--- src/rtl/toy_env_arb.sv ---
// Round-robin arbiter sharing the toy environment slave port between NUM_REQ requesters.
// Optional TOY_ENV_ARB_PERF_EN adds per-requester grant counters and a stall counter.
module toy_env_arb #(
  parameter int unsigned NUM_REQ    = 2,
  parameter int unsigned ADDR_WIDTH = 32,
  parameter int unsigned DATA_WIDTH = 32
) (
  input  logic                             clk,
  input  logic                             rst_n,
  input  logic [NUM_REQ-1:0]               req_vld,
  output logic [NUM_REQ-1:0]               req_rdy,
  input  logic [NUM_REQ*ADDR_WIDTH-1:0]    req_addr,
  input  logic [NUM_REQ-1:0]               req_wr_en,
  input  logic [NUM_REQ*DATA_WIDTH-1:0]    req_wr_data,
  input  logic [NUM_REQ*DATA_WIDTH/8-1:0]  req_wr_byte_en,
  output logic [NUM_REQ-1:0]               rsp_vld,
  output logic [DATA_WIDTH-1:0]            rsp_data,
  output logic                             en,
  output logic [ADDR_WIDTH-1:0]            addr,
  output logic [DATA_WIDTH-1:0]            wr_data,
  output logic [DATA_WIDTH/8-1:0]          wr_byte_en,
  output logic                             wr_en,
  input  logic [DATA_WIDTH-1:0]            rd_data,
  output logic                             halted
`ifdef TOY_ENV_ARB_PERF_EN
  ,
  output logic [NUM_REQ*32-1:0]            perf_grant_cnt,
  output logic [31:0]                      perf_stall_cnt
`endif
);

  localparam int unsigned PTR_W = (NUM_REQ > 1) ? $clog2(NUM_REQ) : 1;
  localparam int unsigned BE_W  = DATA_WIDTH / 8;

  typedef enum logic {
    RUN  = 1'b0,
    HALT = 1'b1
  } state_t;

  state_t                 state_q, state_d;
  logic [PTR_W-1:0]       rr_ptr_q, rr_ptr_d;
  logic [NUM_REQ-1:0]     grant;
  logic [NUM_REQ-1:0]     owner_q;
  logic                   hs;
  logic [ADDR_WIDTH-1:0]  sel_addr;
  logic [DATA_WIDTH-1:0]  sel_data;
  logic [BE_W-1:0]        sel_be;
  logic                   sel_wr;
  logic                   exit_hit;

  // Search positions rr_ptr, rr_ptr+1, ... (mod NUM_REQ); first valid requester wins.
  always_comb begin : arb
    logic        found;
    int unsigned idx;
    grant    = '0;
    rr_ptr_d = rr_ptr_q;
    found    = 1'b0;
    idx      = 0;
    if (state_q == RUN) begin
      for (int unsigned k = 0; k < NUM_REQ; k++) begin
        idx = 32'(rr_ptr_q) + k;
        if (idx >= NUM_REQ) idx = idx - NUM_REQ;
        for (int unsigned i = 0; i < NUM_REQ; i++) begin
          if (!found && (i == idx) && req_vld[i]) begin
            found    = 1'b1;
            grant[i] = 1'b1;
            rr_ptr_d = (i == NUM_REQ - 1) ? '0 : PTR_W'(i + 1);
          end
        end
      end
    end
  end

  assign req_rdy = grant;
  assign hs      = |(req_vld & grant);

  always_comb begin
    sel_addr = '0;
    sel_data = '0;
    sel_be   = '0;
    sel_wr   = 1'b0;
    for (int unsigned i = 0; i < NUM_REQ; i++) begin
      if (grant[i]) begin
        sel_addr = req_addr[i*ADDR_WIDTH +: ADDR_WIDTH];
        sel_data = req_wr_data[i*DATA_WIDTH +: DATA_WIDTH];
        sel_be   = req_wr_byte_en[i*BE_W +: BE_W];
        sel_wr   = req_wr_en[i];
      end
    end
  end

  // Exit window is 0x000-0x3FF: every address bit above bit 9 must be clear.
  assign exit_hit = sel_wr && ((sel_addr >> 10) == '0) && sel_data[0];

  always_comb begin
    state_d = state_q;
    if ((state_q == RUN) && hs && exit_hit) state_d = HALT;
  end

  assign halted = (state_q == HALT);

  always_ff @(posedge clk or negedge rst_n) begin
    if (!rst_n) begin
      state_q    <= RUN;
      rr_ptr_q   <= '0;
      en         <= 1'b0;
      addr       <= '0;
      wr_data    <= '0;
      wr_byte_en <= '0;
      wr_en      <= 1'b0;
      owner_q    <= '0;
      rsp_vld    <= '0;
      rsp_data   <= '0;
    end else begin
      state_q  <= state_d;
      rr_ptr_q <= rr_ptr_d;
      en       <= hs;
      if (hs) begin
        addr       <= sel_addr;
        wr_data    <= sel_data;
        wr_byte_en <= sel_be;
        wr_en      <= sel_wr;
        owner_q    <= grant;
      end
      rsp_vld  <= en ? owner_q : '0;
      rsp_data <= (en && !wr_en) ? rd_data : '0;
    end
  end

`ifdef TOY_ENV_ARB_PERF_EN
  always_ff @(posedge clk or negedge rst_n) begin
    if (!rst_n) begin
      perf_grant_cnt <= '0;
      perf_stall_cnt <= '0;
    end else begin
      for (int unsigned i = 0; i < NUM_REQ; i++) begin
        if (grant[i] && req_vld[i] && (perf_grant_cnt[i*32 +: 32] != '1))
          perf_grant_cnt[i*32 +: 32] <= perf_grant_cnt[i*32 +: 32] + 32'd1;
      end
      if ((|(req_vld & ~grant)) && (perf_stall_cnt != '1))
        perf_stall_cnt <= perf_stall_cnt + 32'd1;
    end
  end
`endif

endmodule

--- config.mk ---
export PLATFORM = sky130hd
export DESIGN_NAME = toy_env_arb
export DESIGN_NICKNAME = d
export VERILOG_FILES = /design/src/rtl/toy_env_arb.sv
export SDC_FILE = /design/constraint.sdc
export NUM_CORES = 1
export LEC_CHECK = 0
export ABC_AREA = 1
export CAP_MARGIN = 20
export CORE_MARGIN = 1.5
export CORE_UTILIZATION = 40
export DETAILED_ROUTE_END_ITERATION = 8
export PLACE_DENSITY = 0.95
export SLEW_MARGIN = 20
export SYNTH_ARGS = -nofsm -noshare
export SYNTH_HDL_FRONTEND = slang
export SYNTH_SLANG_ARGS = --single-unit
--- constraint.sdc ---
create_clock -name clk -period 1.9 [get_ports clk]
set_input_delay 0.19 -clock clk [delete_from_list [all_inputs] [get_ports clk]]
set_output_delay 0.19 -clock clk [all_outputs]
set_load 0.05 [all_outputs]
; ---- Word level (Yosys, flattened, before mapping)
; Cells that the tools add are included.
[classes]
add_sub_neg = 3
magnitude_cmp = 2
n_eq_ne = 2
muxes = 28
bitwise = 2
reduce_logical = 22
[op_table]
columns = op, n
row1 = $mux W32, 9
row2 = $logic_not A32 Y1, 3
row3 = $eq A1 B32 Y1 const A, 2
row4 = $mux W1, 15
row5 = $logic_and A1 B1 Y1, 12
row6 = $mux W4, 2
row7 = $logic_not A1 Y1, 4
row8 = $mux W2, 2
row9 = $reduce_bool A4 Y1, 1
row10 = $sub A1 B2 Y3 const B, 1
row11 = $sub A2 B2 Y3 const B, 1
row12 = $add A1 B1 Y2 const B, 1
row13 = $and A2 B2 Y2, 1
row14 = $ge A1 B2 Y1 const B, 1
row15 = $ge A2 B2 Y1 const B, 1
row16 = $reduce_and A2 Y1, 1
row17 = $reduce_or A2 Y1, 1
row18 = $not A1 Y1, 1
[totals]
register_bits = 108
input_bits = 174
output_inout_bits = 107
elab_cells = 69

; ---- Logic depth before layout (Yosys ltp)
; Gate-level depths: netlist of run 1.
[logic_depth]
depth_word = 28
mapped_depth = 10
mapped_depth_nobuf = 10

; ---- Worst setup path after synthesis of run 1
; No wires, ideal clock.
[synth_timing]
path_kind = register to register
start = register state_q, in the netlist halted
end = register wr_data[10]
setup_time_ns = 0.125
t_arrival_ns = 1.581
required_time_ns = 1.775
setup_slack_ns = 0.194
path_stages_with_launch = 8
path_buffers = 2
synth_period_minus_slack_ns = 1.706
cell_sequence = dfrtp_1 inv_1 nand3_2 inv_1 buf_4 buf_4 nand2_1 nand3_1
[synth_between]
elab_chain_cells = 3
elab_cells_between_ends = 5
cone_classes = mux: 3 / bitwise: 1 / reduce/logical: 1
[synth_rtl]
columns = item, line_no
row1 = from (decl), 40  ; state_t state_q, state_d;
row2 = from (signal assigned), 115  ; state_q <= state_d;
row3 = $mux W2 (*), 59  ; if (state_q == RUN) begin
row4 = net req_rdy[0], 11  ; output logic [NUM_REQ-1:0] req_rdy,
row5 = $mux W32 / $and A2 B2 Y2 (equally long branches), "83, 75"
row6 = $mux W32 / $reduce_or A2 Y1 (equally long branches), "83, 75"
row7 = to (signal assigned), 120  ; wr_data <= sel_data;
row8 = to (decl), 20  ; output logic [DATA_WIDTH-1:0] wr_data,
; The timed path passes the listed nets; every way through them passes the cells marked *.
; A chain may end at the register's enable or synchronous reset.

; ---- Worst setup path in the final report of run 1
[layout_timing]
start = input req_vld[0]
end = output req_rdy[1]
[layout_between]
elab_chain_cells = 18
elab_cells_between_ends = 19
cone_classes = mux: 9 / reduce/logical: 10
[layout_rtl]
columns = item, line_no
row1 = from (decl), 10  ; input logic [NUM_REQ-1:0] req_vld,
row2 = $logic_and A1 B1 Y1, 64  ; if (!found && (i == idx) && req_vld[i]) begin
row3 = $mux W1, 64
row4 = $mux W1, 59
row5 = $logic_not A1 Y1, 64
row6 = $logic_and A1 B1 Y1 (2 in series), 64
row7 = $mux W1, 64
row8 = $mux W1, 59
row9 = $logic_not A1 Y1, 64
row10 = $logic_and A1 B1 Y1 (2 in series), 64
row11 = $mux W1, 64
row12 = $mux W1, 59
row13 = $logic_not A1 Y1, 64
row14 = $logic_and A1 B1 Y1 (2 in series), 64
row15 = $mux W1 (*), 64
row16 = $mux W2 (*), 59
row17 = to (decl), 11
; Mark *: on every way between the ends. The rest lies on a longest branch, timed or not. The select of a mux whose other input is x is not followed.

==> results of run 1 <==
[how the worst min path moves through the flow]
stage                start            to  slack, ns  cells past startpoint
3_5_place_dp         rst_n      addr[22]       0.31                      2
3_3_place_gp         rst_n       addr[6]       0.31                      2
6_report        rd_data[4]   rsp_data[4]       0.37                      3
2_1_floorplan        rst_n       addr[0]      -0.11                      0
5_1_grt        rd_data[10]  rsp_data[10]       0.37                      3
4_1_cts        rd_data[27]  rsp_data[27]       0.36                      3
[per-stage QoR]
stage               std cells  total power, W  hold WS [ns]  instance area [sq um]
global placement          950         0.00350         0.307                   7600
CTS                       967         0.00560         0.363                   7970
detailed placement        950         0.00352         0.307                   7600
finish                    967         0.00555         0.374                   7990
global route              967         0.00575         0.371                   7990
floorplan                 542         0.00288        -0.106                   4590
[logic make-up (layout without fill, tap and decap cells)]
group,count (synthesis),count (layout)
and+or+nand+nor,347,347
buffers and inverters,75,360
AOI/OAI and AO/OA,12,12
DFF,108,108
[critical path: cells and delay by family]
family                 cells  cell delay (ns)
AND/OR/NAND/NOR            2             0.35
buffers and inverters      4             1.04
[power breakdown]
| group | internal (W) | switching, W | total, W |
|---|---|---|---|
| combinational | 0.000509 | 0.000527 | 0.00104 |
| clock | 0.00129 | 0.000795 | 0.00208 |
| sequential | 0.00238 | 0.0000502 | 0.00243 |
[final cells by class]
cell class,instances,area share (%)
inverter,49,2.33
clock inverter,4,1.24
clock buffer,11,2.91
sequential,108,33.8
timing repair buffer,296,38.0
multi-input combinational,359,19.5
tap,140,2.19
[registers in the layout, summed over array words and instances, names as in the netlist]
| signal | flops |
|---|---|
| wr_en | 1 |
| rsp_data | 32 |
| rsp_vld | 2 |
| owner_q | 2 |
| halted | 1 |
| wr_byte_en | 4 |
| rr_ptr_q | 1 |
| addr | 32 |
| wr_data | 32 |
| en | 1 |
[metal layers]
metal / vias up / GRT usage [%]
li1: 2256 / -
met5: - / 0
met2: 240 / 44.2
met4: 0 / 6.23
met1: 2207 / 26.6
met3: 18 / 8.11
[cells in the final DEF, fill, tap and decap left out, types with 2 or more instances in the layout]
master	n
clkdlybuf4s50_1	274
nand2_1	189
dfrtp_1	108
nand3_1	104
inv_1	48
nor2_1	47
buf_4	12
clkbuf_16	9
buf_12	8
o21ai_0	5
a21o_1	5
nor2_4	3
bufinv_16	3
o21ai_1	2
clkbuf_1	2
[what timing repair did]
| item | 4_1_cts | 5_1_grt |
|---|---|---|
| hold buffers | 1 | 0 |
| pin swaps | 0 | 0 |
| setup endpoints to repair | 1 | 2 |
| endpoints found under the hold margin | 108 | 0 |
| resized for setup | 1 | 3 |
| gates cloned | 1 | 0 |
==> flow_summary.ini, run 1 <==
[run_status]
status = completed

[synth]
synth_compound_area_share_pct = 1.58
synth-seq-area-share_pct = 58.9
async_flop_share_pct = 100
synth.net_count = 716
synth_ff_type = dfrtp_1
avgSynthCellArea_sq_um = 8.47
synth_mux_area_share_pct = 0
synth_top_area_share_pct = 58.9
synth_top_family_by_area = simple AND/OR/NAND/NOR gates
syn_inst = 542
synth_fa_ha_area_share_pct = 0
ys_ff_latch = 108
synth_area_leaders = dfrtp_1 59%, nand2_1 15%, nand3_1 11%, inv_1 4.0%, nor2_1 3.8%
synthesis.area_sq_um = 4590
yosysMostFrequentCell = nand2_1
ys_warn_count = 0
ys_types = 17
synth_xor_area_share_pct = 0
synth-simple-area-share_pct = 31.9
synth_commonest_cells = 189 x nand2_1, 108 x dfrtp_1, 104 x nand3_1
yosysTopAreaCell = dfrtp_1
synth_edf_count = 0

[global_route]
track_usage_pct = 24.1
grt_overflow = 0
grt_max_degree = 109
grt_pass1_vias = 4626
grt_pass1_wl_microns = 22200
antenna_found_initial = 0

[clock_tree]
h-tree-depth = 3
cts_tree = yes
clk_pin_slew_ns = 0.07
clockRootBuffer = clkbuf_16
clkLatencyLatePin_ns = 0.33
cts_buffers = 9
post_cts_buffers = 0
cts_buffer_depth = 2
cts.sinks = 108

[final_layout]
drive_above_1_share_pct = 4.96
multi_input_area_sq_um = 1550
final_nets = 997
regArea_sq_um = 2700
n_antenna_cell = 0
fillers = 776
final_util_pct = 72.4
area_growth_pct = 74.0

[routing]
routed.top_layer = met4
drt_iter0_drc = 270
wl_met1_microns = 5400
routed_via_density = 4.88
drt_wl_total_microns = 15000
post-route-drc-count = 0
wl_met3_microns = 1680
avgRoutedWirePerCell_microns = 15.5
drt_pre_antenna_iters = 5
via_count = 4721
route.met2.wl_microns = 7740
drtAntennaViolNets = 0

[floorplanning]
core_area_sq_um = 11000
rows = 38
die-area_sq_um = 12100
design.portCount = 281
initial_core_util_pct = 41.6
die_h_microns = 110
die_w_microns = 110

[sta]
grt_setup_unrepaired = false
finalMaxSlewViolations = 0
setup_viol = 0
tightestPinTransition_ns = 0.603
fin_ws_ns = 0.105
min_period_ns = 1.79
final.setup.tns_ns = 0
slew_headroom_pct = 59.8
finalHoldViolCount = 0
clock_skew_ns = 0.00885
timing.fmax_ghz = 0.557
fin_crit_sh_pct = 94.5

[setup_path]
critPathLaunch = req_vld[0]
critPathMaxStageDelay_ns = 0.55
slowest_stage = clkdlybuf4s50_1
timing.rr.end = halted
worstSetupStartpointType = input pin
r2r_start = rr_ptr_q
crit_fanout = 36
critPathRequiredTime_ns = 1.71
ff2ff_path_depth = 10
end_kind = output pin
endpoint = req_rdy[1]
worstSetupPathType = input pin to output pin
arrival_ns = 1.60
path_cells = clkdlybuf4s50_1, nand2_4, nand2_1, inv_1, buf_12, buf_12
critPathMostFrequentCell = buf_12
r2r_slack_ns = 0.39

[pwr]
power_density_nw_per_um2 = 695
irDropWorstVdd_v = 0.000489
p_leak_nw = 3.91

[worst_hold_path]
hold_path.class = input pin to flop

[flow_run]
max_cap_violations = 0

[placed_design]
globalplace.congestion = 0.925
port_buffers = 280
pre_cts_ws_ns = -0.00316
dp_hpwl_microns = 11300
Power figures use the tool's default switching activity.
==> run 2: changes to the inputs <==
- SKIP_LAST_GASP: not set -> 1
==> results of run 2 <==
No change in the layout: final DEF, timing and power equal those of run 1.
